[config.mk]
export PLATFORM = sky130hd
export DESIGN_NAME = shift_add_multiplier_haleyorr2027
export DESIGN_NICKNAME = d
export VERILOG_FILES = /design/src/rtl/shift_add_multiplier_haleyorr2027.sv
export SDC_FILE = /design/constraint.sdc
export NUM_CORES = 1
export LEC_CHECK = 0
export ABC_CLOCK_PERIOD_IN_PS = 1900
export BUFFER_PORTS_ARGS = -buffer_cell sky130_fd_sc_hd__buf_2
export CAP_MARGIN = 20
export CORE_ASPECT_RATIO = 1.25
export CORE_MARGIN = 2
export CORE_UTILIZATION = 53
export DETAILED_ROUTE_END_ITERATION = 8
export PLACE_DENSITY_LB_ADDON = 0.12
export SLEW_MARGIN = 20
export SYNTH_ARGS = -nofsm -noshare
export SYNTH_HDL_FRONTEND = slang
export SYNTH_SLANG_ARGS = --single-unit
[constraint.sdc]
create_clock -name clk -period 1.9 [get_ports clk]
set_clock_uncertainty 0.1 [all_clocks]
set_input_delay 0 -clock clk [delete_from_list [all_inputs] [get_ports clk]]
set_output_delay 0 -clock clk [all_outputs]
set_load 0.05 [all_outputs]
[src/rtl/shift_add_multiplier_haleyorr2027.sv]
// shift_add_multiplier_haleyorr2027: sequential 8x8 unsigned shift-add multiplier
// built on adder_8bit_haleyorr2027. Each iteration takes one clock cycle, and the result is a 16-bit {A,Q} product.
module adder_8bit_haleyorr2027 (
    input  logic [7:0] a,
    input  logic [7:0] b,
    output logic [7:0] sum,
    output logic       cout
);
    assign {cout, sum} = {1'b0, a} + {1'b0, b};
endmodule

module shift_add_multiplier_haleyorr2027 (
    input  logic        clk,
    input  logic        reset,
    input  logic        start,
    input  logic [7:0]  a,
    input  logic [7:0]  b,
    output logic [15:0] product,
    output logic        busy,
    output logic        done
);
    typedef enum logic [1:0] {IDLE, CALC, DONE} state_t;
    state_t     r_state;
    logic [7:0] r_m, r_a, r_q;
    logic       r_c;
    logic [2:0] r_cnt;
    logic [7:0] w_sum, w_a;
    logic       w_cout, w_c;

    adder_8bit_haleyorr2027 u_add (.a(r_a), .b(r_m), .sum(w_sum), .cout(w_cout));

    // C is always 0 entering an iteration, so {r_c,r_a} is the "no add" case
    assign {w_c, w_a} = r_q[0] ? {w_cout, w_sum} : {r_c, r_a};

    always_ff @(posedge clk) begin
        if (reset) begin
            r_state <= IDLE;
            r_m     <= '0;
            r_a     <= '0;
            r_q     <= '0;
            r_c     <= 1'b0;
            r_cnt   <= '0;
        end else begin
            case (r_state)
                IDLE: if (start) begin
                    r_m     <= a;
                    r_q     <= b;
                    r_a     <= '0;
                    r_c     <= 1'b0;
                    r_cnt   <= '0;
                    r_state <= CALC;
                end
                CALC: begin
                    r_c     <= 1'b0;
                    r_a     <= {w_c, w_a[7:1]};
                    r_q     <= {w_a[0], r_q[7:1]};
                    r_cnt   <= r_cnt + 3'd1;
                    r_state <= (r_cnt == 3'd7) ? DONE : CALC;
                end
                DONE:    r_state <= IDLE;
                default: r_state <= IDLE;
            endcase
        end
    end

    assign product = {r_a, r_q};
    assign busy    = (r_state == CALC);
    assign done    = (r_state == DONE);
endmodule
==> out/metrics.cfg <==
[logic_synthesis]
avgSynthCellArea_um2=8.67
synth_flop_cell=dfxtp_1
synth.distinct_cells=47
synth_nets=218
synth-adder-area-share_pct=8.91
synth_area_mm2=0.00163
syn_inst=188
synth-edff-count=0
ys_seq_area_share_pct=35.6
synth_warnings=0
synth_compound_area_share_pct=23.3
synth_xor_area_share_pct=0.538
synth_top_family_by_area=compound AO/OA/AOI/OAI gates
synth_seq_cells=29
muxShareOfSynthArea_pct=5.61
synthArstFlopShare_pct=0
yosys.area_share.simple_pct=19.9

[global_route]
grt_pass1_wl_um=5970
grt_usage_pct=22.8
grt_pass1_vias=1382
grt_max_degree=35
antenna_found_initial=0
grt_overflow_total=0

[clock_network]
cts_tree=yes
cts_buffers=5
clk_pin_slew_ns=0.09
cts_buffer_depth=2
cts_sinks=29
cts_root_buffer=clkbuf_4
ctsHtreeMaxLevel=2
clk_latency_ns=0.32

[floorplan]
ioPinCount=37
fp-row-count=22
dieArea_mm2=0.00354
die_w_um=53.6
die_h_um=66.0
initial_core_util_pct=55.3
core_area_mm2=0.00295

[setup_path]
worstPathCellList=ha_4 > inv_2 > fa_2 > nor2b_2 > o31a_2 > o311ai_4 > o221ai_2
crit_end=r_a[5]
cp_slowest_cell=o31a_2
critPathKind=reg -> reg
end_kind=flop
worst_ep_arrival_time_ns=1.97
timing.rr.end=r_a[5]
r2r_cells=7
critPathMaxStageDelay_ns=0.37
reg2reg_from=r_a[0]
crit_start=r_a[0]
startpoint_type=flop
r2r_slack_ns=0.02
critPathRequiredTime_ns=2.00
critPathMaxFanout=4

[cells_and_area]
n_antenna_cell=0
final_layout_size_suffix_gt1_share_pct=30.5
layout.nets=272
area_delta_synth_final_pct=31.1
stdcell_area_mm2=0.00214

[timing]
hold_violations=0
finalSetupViolCount=0
timing.final.crit_period_ns=1.88
worstMarginPinSlew_ns=0.669
whs_ns=0.0462
final_max_slew_viol_count=0
tns_ns=0
grt_setup_unrepaired=true
relSlewSlack_pct=55.4
fmax_ghz=0.533
period_share_pct=98.8

[detailed_routing]
via_per_inst=5.58
wl_met2_um=1840
antenna_left=0
drt_drc_violations_left=0
via_count=1557
totalWireLength_um=3770
drtPass1Iterations=4
drtIter0Drc=37
post_drt_wl_per_cell_um=13.5
routedLengthMet1_um=1690
dr_wl_met3_um=162
topRoutingLayerUsed=met4

[place]
hpwl_um=2560
place_congestion=0.886
post_dp_cell_area_mm2=0.00184
portBuffers=36

[run_status]
status=complete, no violations

[flow_run]
maxCapViolCount=0

[min_path]
min_path_type=in -> reg
whs_path_depth=4

[power]
p_leak_nw=0.953
total_power_mw=1.38
irDropWorstVdd_v=0.000690
powerDensity_mw_per_mm2=645

==> logic make-up (layout without fill, tap and decap cells) <==
kind of cell    after synthesis  after routing
flops                        29             29
simple gates                 70             70
fa+ha+maj                    11             11
buf+inv                      18             73
mux                           9              9
compound gates               50             50
xor+xnor                      1              1
==> synth_stat cells, types with 2 or more instances <==
library cell  count  share of area (%)
nor2_1           31                7.1
mux2i_1           8                4.9
nor3b_1           4                1.8
a21oi_1          11                3.4
a22oi_1           5                2.3
o311ai_0          2                1.1
nor3_1            2               0.61
inv_1             6                1.4
o21ai_0           4                1.2
nand3b_1          3                1.4
ha_1             10                7.7
dfxtp_1          29                 36
buf_2             7                2.2
a311oi_1          6                3.2
a22o_1            2                1.1
nor2b_1           2               0.77
o211ai_1          2               0.92
buf_6             3                2.1
a211oi_1          4                1.8
nand2_1          20                4.6
==> critical path: cells and delay by family (launching register included) <==
kind / cells / cell delay [ns]
AOI/OAI and AO/OA: 3 / 0.81
adders and majority gates: 2 / 0.37
buffers and inverters: 1 / 0.05
DFF: 1 / 0.36
and+or+nand+nor: 1 / 0.05
==> area by class of cell <==
| type | instances | area (um2) |
|---|---|---|
| clock buffers | 8 | 58.8 |
| fillers | 230 | 810 |
| inverters | 6 | 22.5 |
| multi-input cells | 141 | 1020 |
| flip-flops and latches | 29 | 596 |
| well taps | 36 | 45.0 |
| repair buffers | 59 | 390 |
==> routing by layer <==
layer | vias up | GRT usage, %
met3 | 8 | 6.11
met4 | 0 | 8.65
li1 | 784 | -
met5 | - | 0
met2 | 32 | 37.7
met1 | 733 | 27.5
==> metrics by stage <==
step	worst slack, ns	utilization, %	instances
floorplan	0.00821	-	188
global placement	0.0361	62.5	254
detailed placement	-0.0587	62.5	254
CTS	0.00713	69.9	277
global route	-0.0469	72.5	279
finish	0.0230	72.5	279
==> where the power goes <==
part / switching, mW / internal (mW) / leakage (nW)
sequential: 0.0310 / 0.639 / 0.241
clock: 0.206 / 0.182 / 0.0326
combinational: 0.195 / 0.125 / 0.679
total: 0.432 / 0.947 / 0.953
==> timing repair <==
item / in CTS / in global routing
resized for setup: 3 / 11
setup endpoints to repair: 2 / 4
hold buffers: 15 / 0
pin swaps: 1 / 6
endpoints found under the hold margin: 15 / 0
buffers inserted: 0 / 2
==> layout by cell type, fill, tap and decap left out, types with 2 or more instances in the layout <==
cell	synthesis	layout
a211oi_1	4	4
a21oi_1	11	11
a22o_1	2	2
a22oi_1	5	5
a311oi_1	6	6
buf_2	7	36
buf_4	0	8
clkbuf_1	1	2
clkbuf_4	0	5
dfxtp_1	29	23
dfxtp_2	0	3
dfxtp_4	0	3
dlygate4sd3_1	0	15
ha_1	10	7
ha_4	0	2
inv_1	6	5
mux2i_1	8	8
nand2_1	20	20
nand3b_1	3	3
nor2_1	31	31
nor3_1	2	2
nor3b_1	4	3
o211ai_1	2	2
o21ai_0	4	4
==> worst min-delay path by stage <==
stage | from | to
2_1_floorplan | a[1] | r_m[1]
6_report | b[6] | r_q[6]
3_5_place_dp | a[1] | r_m[1]
3_3_place_gp | a[1] | r_m[1]
4_1_cts | b[6] | r_q[6]
5_1_grt | start | r_q[6]
==> sequential cells by signal, summed over array words and instances (netlist names) <==
signal / flops
r_a: 8
r_cnt: 3
r_m: 8
r_q: 8
r_state: 2
Power figures use the tool's default switching activity.
